==> src/rtl/rv_seq_divider.sv <==
// Iterative radix-2 restoring divider for RV32M DIV/DIVU/REM/REMU.
// One quotient bit per clock; start/valid handshake with flush abort.
module rv_seq_divider #(
  parameter int unsigned XLEN = 32
) (
  input  logic            clk,
  input  logic            rst_n,
  input  logic            start_i,
  input  logic [1:0]      op_i,
  input  logic [XLEN-1:0] dividend_i,
  input  logic [XLEN-1:0] divisor_i,
  input  logic            flush_i,
  output logic            busy_o,
  output logic            valid_o,
  output logic [XLEN-1:0] result_o
);

  localparam int unsigned CNT_W = $clog2(XLEN);

  typedef enum logic [1:0] {
    S_IDLE = 2'd0,
    S_CALC = 2'd1,
    S_DONE = 2'd2
  } state_e;

  state_e            state_q;
  logic              sel_rem_q;
  logic              neg_quo_q;
  logic              neg_rem_q;
  logic [XLEN-1:0]   quo_q;
  logic [XLEN-1:0]   rem_q;
  logic [XLEN-1:0]   dvs_q;
  logic [CNT_W-1:0]  cnt_q;
  logic              busy_q;
  logic              valid_q;
  logic [XLEN-1:0]   result_q;

  logic              is_signed;
  logic              dvd_neg;
  logic              dvs_neg;
  logic [XLEN-1:0]   dvd_mag;
  logic [XLEN-1:0]   dvs_mag;
  logic              div_zero;
  logic              sgn_ovf;
  logic [XLEN:0]     shifted;
  logic [XLEN:0]     diff;
  logic [XLEN-1:0]   quo_d;
  logic [XLEN-1:0]   rem_d;
  logic [XLEN-1:0]   result_d;

  // Operand decode at accept: magnitudes, signs and special cases
  always_comb begin
    is_signed = ~op_i[0];
    dvd_neg   = is_signed & dividend_i[XLEN-1];
    dvs_neg   = is_signed & divisor_i[XLEN-1];
    dvd_mag   = dvd_neg ? (XLEN'(0) - dividend_i) : dividend_i;
    dvs_mag   = dvs_neg ? (XLEN'(0) - divisor_i) : divisor_i;
    div_zero  = (divisor_i == '0);
    sgn_ovf   = is_signed && (dividend_i == {1'b1, {(XLEN-1){1'b0}}})
                && (divisor_i == '1);
  end

  // One restoring step; the shifted partial remainder keeps its carry-out bit
  always_comb begin
    shifted = {rem_q, quo_q[XLEN-1]};
    diff    = shifted - {1'b0, dvs_q};
    quo_d   = {quo_q[XLEN-2:0], ~diff[XLEN]};
    rem_d   = diff[XLEN] ? shifted[XLEN-1:0] : diff[XLEN-1:0];
    if (sel_rem_q) begin
      result_d = neg_rem_q ? (XLEN'(0) - rem_q) : rem_q;
    end else begin
      result_d = neg_quo_q ? (XLEN'(0) - quo_q) : quo_q;
    end
  end

  always_ff @(posedge clk) begin
    if (!rst_n) begin
      state_q   <= S_IDLE;
      sel_rem_q <= 1'b0;
      neg_quo_q <= 1'b0;
      neg_rem_q <= 1'b0;
      quo_q     <= '0;
      rem_q     <= '0;
      dvs_q     <= '0;
      cnt_q     <= '0;
      busy_q    <= 1'b0;
      valid_q   <= 1'b0;
      result_q  <= '0;
    end else begin
      valid_q <= 1'b0;
      case (state_q)
        S_IDLE: begin
          if (start_i && !flush_i) begin
            sel_rem_q <= op_i[1];
            busy_q    <= 1'b1;
            cnt_q     <= '0;
            dvs_q     <= dvs_mag;
            if (div_zero) begin
              // Quotient all ones, remainder is the raw dividend, no fixup
              quo_q     <= '1;
              rem_q     <= dividend_i;
              neg_quo_q <= 1'b0;
              neg_rem_q <= 1'b0;
              state_q   <= S_DONE;
            end else if (sgn_ovf) begin
              quo_q     <= {1'b1, {(XLEN-1){1'b0}}};
              rem_q     <= '0;
              neg_quo_q <= 1'b0;
              neg_rem_q <= 1'b0;
              state_q   <= S_DONE;
            end else begin
              quo_q     <= dvd_mag;
              rem_q     <= '0;
              neg_quo_q <= dvd_neg ^ dvs_neg;
              neg_rem_q <= dvd_neg;
              state_q   <= S_CALC;
            end
          end
        end
        S_CALC: begin
          if (flush_i) begin
            busy_q  <= 1'b0;
            state_q <= S_IDLE;
          end else begin
            quo_q <= quo_d;
            rem_q <= rem_d;
            cnt_q <= cnt_q + CNT_W'(1);
            if (cnt_q == CNT_W'(XLEN - 1)) begin
              state_q <= S_DONE;
            end
          end
        end
        S_DONE: begin
          busy_q  <= 1'b0;
          state_q <= S_IDLE;
          if (!flush_i) begin
            result_q <= result_d;
            valid_q  <= 1'b1;
          end
        end
        default: begin
          busy_q  <= 1'b0;
          state_q <= S_IDLE;
        end
      endcase
    end
  end

  assign busy_o   = busy_q;
  assign valid_o  = valid_q;
  assign result_o = result_q;

endmodule

==> config.mk <==
export PLATFORM = sky130hd
export DESIGN_NAME = rv_seq_divider
export DESIGN_NICKNAME = d
export VERILOG_FILES = /design/src/rtl/rv_seq_divider.sv
export SDC_FILE = /design/constraint.sdc
export NUM_CORES = 1
export LEC_CHECK = 0
export CAP_MARGIN = 20
export CORE_MARGIN = 4
export CORE_UTILIZATION = 50
export DETAILED_ROUTE_END_ITERATION = 7
export GPL_TIMING_DRIVEN = 0
export PLACE_DENSITY = 0.71
export SLEW_MARGIN = 40
export SYNTH_ARGS = -nofsm -noshare
export SYNTH_HDL_FRONTEND = slang
export SYNTH_SLANG_ARGS = --single-unit
==> constraint.sdc <==
create_clock -name clk -period 5.3 [get_ports clk]
set_clock_uncertainty 0.15 [all_clocks]
set_input_delay 1.325 -clock clk [delete_from_list [all_inputs] [get_ports clk]]
set_output_delay 1.325 -clock clk [all_outputs]
set_load 0.02 [all_outputs]
## Word-level counts from Yosys, hierarchy flattened

Cells that the tools add are included.

- Flip-flop bits (word level): 140
- Input port bits: 70
- Output and inout bits: 34
- Word-level logic and storage cells: 77

- Add/sub/neg operators: 6
- Eq/ne operators: 9
- Multiplexer cells: 32
- Bitwise operators: 6
- Reduce and logical (&&, ||, !) cells: 13

Operator list:

| kind | number |
|---|---|
| $mux W32 | 13 |
| $pmux W32 S2 | 2 |
| $sub A1 B32 Y32 const A | 4 |
| $eq A32 B32 Y1 const B | 2 |
| $sub A33 B32 Y33 | 1 |
| $logic_not A32 Y1 | 1 |
| $mux W2 | 5 |
| $mux W5 | 2 |
| $pmux W5 S2 | 1 |
| $reduce_and A2 Y1 | 5 |
| $mux W1 | 7 |
| $ne A2 B2 Y1 const B | 3 |
| $add A5 B1 Y5 const B | 1 |
| $eq A5 B5 Y1 const B | 1 |
| $pmux W2 S2 | 1 |
| $logic_and A1 B1 Y1 | 3 |
| $ne A3 B3 Y1 const B | 1 |
| $not A1 Y1 | 3 |
| $reduce_and A3 Y1 | 1 |
| $and A1 B1 Y1 | 2 |
| $eq A2 B1 Y1 const B | 1 |
| $eq A2 B2 Y1 const B | 1 |
| $logic_not A2 Y1 | 1 |
| $pmux W1 S2 | 1 |
| 3 further kinds | 3 |

## Longest topological paths before layout

- Depth after elaboration: 7
- Mapped depth: 15

## Least setup slack after synthesis

No wires, ideal clock.

- Kind: input port to flip-flop
- From: input dividend_i[10]
- To: register quo_q[11]
- Library setup time: 0.126 ns
- Arrival: 3.716 ns
- Required time: 5.024 ns
- Setup slack: 1.308 ns
- Stages on the path: 9
- Cells stage by stage: or3_4 -> or4_1 -> clkbuf_1 -> or4_4 -> nor4_4 -> buf_2 -> nor2_1 -> o221ai_1 -> a21boi_0

- Word-level cells in the longest chain between the ends: 7
- Elaborated cells on any way between the ends: 9

Ends and longest elaborated chain:

| what | RTL line | RTL |
|---|---|---|
| start, declared | 10 | `input logic [XLEN-1:0] dividend_i,` |
| parallel branches: the longest is 3 deep, another holds $sub A1 B32 Y32 | n/a |  |
| $mux W32 (*) | 105 | `end else if (sgn_ovf) begin` |
| $mux W32 (*) | 98 | `if (div_zero) begin` |
| $mux W32 (*) | 93 | `if (start_i && !flush_i) begin` |
| $pmux W32 S2 (*) | 91 | `case (state_q)` |
| end signal, assigned | 106 | `quo_q <= {1'b1, {(XLEN-1){1'b0}}};` |
| end signal, assigned | 112 | `quo_q <= dvd_mag;` |
| end signal, assigned | 125 | `quo_q <= quo_d;` |
| end, declared | 30 | `logic [XLEN-1:0] quo_q;` |

Every way passes the cells marked *. The select of a mux whose other input is x is not followed.
A chain may end at the register's enable or synchronous reset.

## Worst setup path in the final report

- From: input divisor_i[6]
- To: register quo_q[26]

- Word-level cells in the longest chain between the ends: 6
- Elaborated cells on any way between the ends: 7

Ends and longest elaborated chain:

| what | RTL line | RTL |
|---|---|---|
| start, declared | 11 | `input logic [XLEN-1:0] divisor_i,` |
| $eq A32 B32 Y1 | 60 | `&& (divisor_i == '1);` |
| $logic_and A1 B1 Y1 | 60 |  |
| $mux W32 | 105 |  |
| $mux W32 (*) | 98 |  |
| $mux W32 (*) | 93 |  |
| $pmux W32 S2 (*) | 91 |  |

Every way passes the cells marked *; elsewhere a longest branch is shown, timed or not. The select of a mux whose other input is x is not followed.

==> run summary <==
Buffers and inverters on the worst path: 2
Setup Fix Bufs, Post-CTS: 0
Worst hold path class: reg2reg
Number of flops mapped to enable cells by yosys: 0
Grt ovf: 0
Post-synthesis cell area: 0.0107 mm²
Synth Area in Compound Gates: 31.5%
Synth unique cells: 68
Status: complete, no violations
Crit path required time: 5490 ps
Maximum clock insertion buffer count: 2
Post-synth top flop: dfxtp_1
Slew headroom: 42.8%
DR pass1 iterations: 6
Floorplan row count: 53
DRT antenna net count: 0
Final period util: 93.1%
Worst EP arrival: 5130 ps
DIE HEIGHT: 154 µm
ANT cells: 0
Fmax: 203 MHz
Net count, final: 1,655
Most frequent cells in the layout: nand2_1, dfxtp_1, a21oi_1
Critical Path Stages: 9
PortBufs: 103
Final Setup Violations: 0
Hold buffers post-CTS: 0
Core area: 0.0211 mm²
Final Util: 60.7%
HPWL Detailed: 29.5 mm
Delay-heaviest family, CP: simple AND/OR/NAND/NOR gates
Mapped Nets: 1,533
CP cell instances: clkdlybuf4s50_1 > nor4_1 > or3b_1 > nor3b_1 > nand4_1 > nand2_1 > clkbuf_1 > o221ai_1 > a21boi_0
Startpoint type of the worst setup path: primary input
Largest family of logic cells by synthesized area: compound AO/OA/AOI/OAI gates
Vias per inst: 6.06
Largest net degree at the start of global routing: 17
RSZ-0062 raised after global routing: false
Top Ports: 104
Area Growth Syn to Fin: 19.4%
Clk_lat worst skew: 430 ps
Via Count: 11,100
GPL Wtd Cong: 0.991
# DRC: 0
Vias in the first global route: 10,400
CTS clk-pin slew, worst paths: 60 ps
WHS Path Cells: 2
CTS tree: built
Synth Area in XOR/XNOR: 11.6%
Gate Count Post-Synth: 1,423
Die area: 0.0239 mm²
FF-to-FF path depth: 13
Register bit total from synthesis: 140
Tmin final: 4930 ps
Pwr per Cell Area: 297 mW/mm²
Endpoint class of the critical path: flop
Worst-Margin Slew: 858 ps
GRT Resource Usage Total: 29.6%
Post-cts resize count: 0
Mux contribution to synthesized area: 0.467%
Crit-path max cell delay: 640 ps
Global-route wire length before repair: 56.0 mm
Mean Syn Cell Area: 7.54 µm²
MaxCap Viol Count: 0
Adder-cell share of the synthesized area: 4.74%
Clock sink total: 140
Hold Vio Cnt, Final: 0
CTS Buf Count: 17
Root Buffer: clkbuf_16
Layout cells sized above 1: 4.30%
Wire per inst: 20.0 µm
Sequential-to-total area share from yosys stat: 26.1%
Flop2flop setup slack: 930 ps
Die Span X: 154 µm
First-iteration detailed-routing DRC count: 1,028
Worst IR drop on VDD: 0.212 mV
Initial antenna violation count: 1
Maximum level of the CTS H-tree: 4
Yosys warning count: 0
Most common cell after layout, fill and taps aside: nand2_1
Critical path's slowest cell: nor3b_1
Initial Util: 50.9%
Async S/R FF share, synth: 0%
Setup Crit Path Kind: in2reg
CP max FO: 10
Sum of negative setup slack: 0 ps
Post-Synth Simple-Gate Area: 20.4%
Pleak: 4.80 nW
Slew Viols, Final: 0
Drt total wl: 36.7 mm
-- synthesized netlist by cell type (2+ instances only) --
cell type / n / share of area (%)
o31ai_4: 2 / 0.40
o21ai_0: 113 / 5.3
o211a_1: 32 / 3.0
a31o_2: 2 / 0.16
a21oi_1: 114 / 5.3
and2_1: 5 / 0.29
o41ai_1: 13 / 1.1
nor4_1: 22 / 1.3
o2111a_1: 5 / 0.52
a21boi_0: 49 / 3.4
or4_1: 13 / 0.91
a21o_1: 6 / 0.42
o21a_1: 2 / 0.14
or4_4: 5 / 0.52
a211oi_1: 10 / 0.70
o21ai_1: 5 / 0.23
nand2_1: 189 / 6.6
clkbuf_1: 77 / 2.7
nand4_1: 14 / 0.82
xnor2_1: 66 / 5.4
or2_2: 7 / 0.41
a211o_1: 2 / 0.16
nor2_1: 77 / 2.7
o221ai_1: 22 / 1.8
a221oi_1: 5 / 0.41
buf_2: 5 / 0.23
o31ai_1: 29 / 2.0
nand3_1: 28 / 1.3
o311a_1: 8 / 0.75
ha_1: 39 / 4.5
mux2i_1: 5 / 0.47
o21bai_1: 4 / 0.28
nand2b_1: 16 / 0.93
or3_1: 24 / 1.4
a31oi_1: 19 / 1.1
nor2b_1: 12 / 0.70
o211ai_1: 44 / 3.1
xor2_1: 76 / 6.2
and3_1: 6 / 0.35
dfxtp_1: 140 / 26
inv_1: 51 / 1.8
buf_1: 6 / 0.21
nor3_1: 29 / 1.4
-- metrics by stage --
| stage | total power, mW | std cells | instance area (µm²) | hold WS, ps | setup slack, ps |
|---|---|---|---|---|---|
| 2_1_floorplan | 1.99 | 1423 | 10700 | 291 | 1310 |
| 6_report | 3.81 | 1833 | 12800 | 309 | 366 |
| 5_1_grt | 3.96 | 1833 | 12800 | 314 | 166 |
| 3_3_place_gp | 2.34 | 1801 | 12100 | 294 | 44.1 |
| 4_1_cts | 3.79 | 1833 | 12800 | 307 | 520 |
| 3_5_place_dp | 2.36 | 1801 | 12100 | 298 | 88.7 |
-- per-layer routing --
layer	share of wire [%]	GRT usage, %	vias up
li1	-	-	5463
met1	42	36.6	5075
met2	48	51.2	470
met3	6.9	4.70	91
met4	3.7	11.9	2
met5	0.055	0	-
-- path summary, 6_finish.rpt --
kind,startpoint,endpoint
worst min-delay path,result_o[17],result_o[17]
worst max register to register,quo_q[31],rem_q[29]
worst max-delay path,divisor_i[6],quo_q[26]
worst min register to register,result_o[17],result_o[17]
-- sequential cells by signal (all words and copies together) (netlist names) --
register and cells:
neg_quo_q 1, cnt_q 5, result_o 32, busy_o 1
rem_q 32, dvs_q 32, valid_o 1, neg_rem_q 1
sel_rem_q 1, quo_q 32, state_q 2
-- cell families after synthesis --
logic type / count (synthesis)
AOI/OAI and AO/OA: 498
xor gates and xnor gates: 142
adders and majority gates: 40
buffers and inverters: 142
DFF: 140
muxes: 5
and+or+nand+nor: 456
-- worst reg2reg max path, stage by stage, from the launching register on --
cell and delay, ps:
dfxtp_1 490, inv_1 120, ha_1 270, fa_1 390, nand2b_1 200, a21oi_1 280, o21ai_0 240, a21boi_1 300
nor4_1 120, nor3b_2 590, or2_1 250, clkbuf_1 530, a221oi_1 200, a21oi_1 180
-- report_power, final --
group | internal [mW] | switching, mW | total (mW) | leakage (nW)
logic | 0.436 | 0.717 | 1.15 | 3.32
registers | 1.11 | 0.101 | 1.21 | 1.14
clock network | 0.947 | 0.494 | 1.44 | 0.341
-- area by class of cell --
| type | instances | area (µm²) |
|---|---|---|
| fill | 1975 | 8280 |
| multi-input combinational | 1141 | 7380 |
| sequential | 140 | 2800 |
| timing repair buffer | 103 | 1030 |
| clock buffer | 18 | 439 |
| buffer | 90 | 355 |
| tap | 275 | 344 |
| clock inverter | 14 | 263 |
| inverter | 52 | 195 |
(Power assumes the default switching activity.)
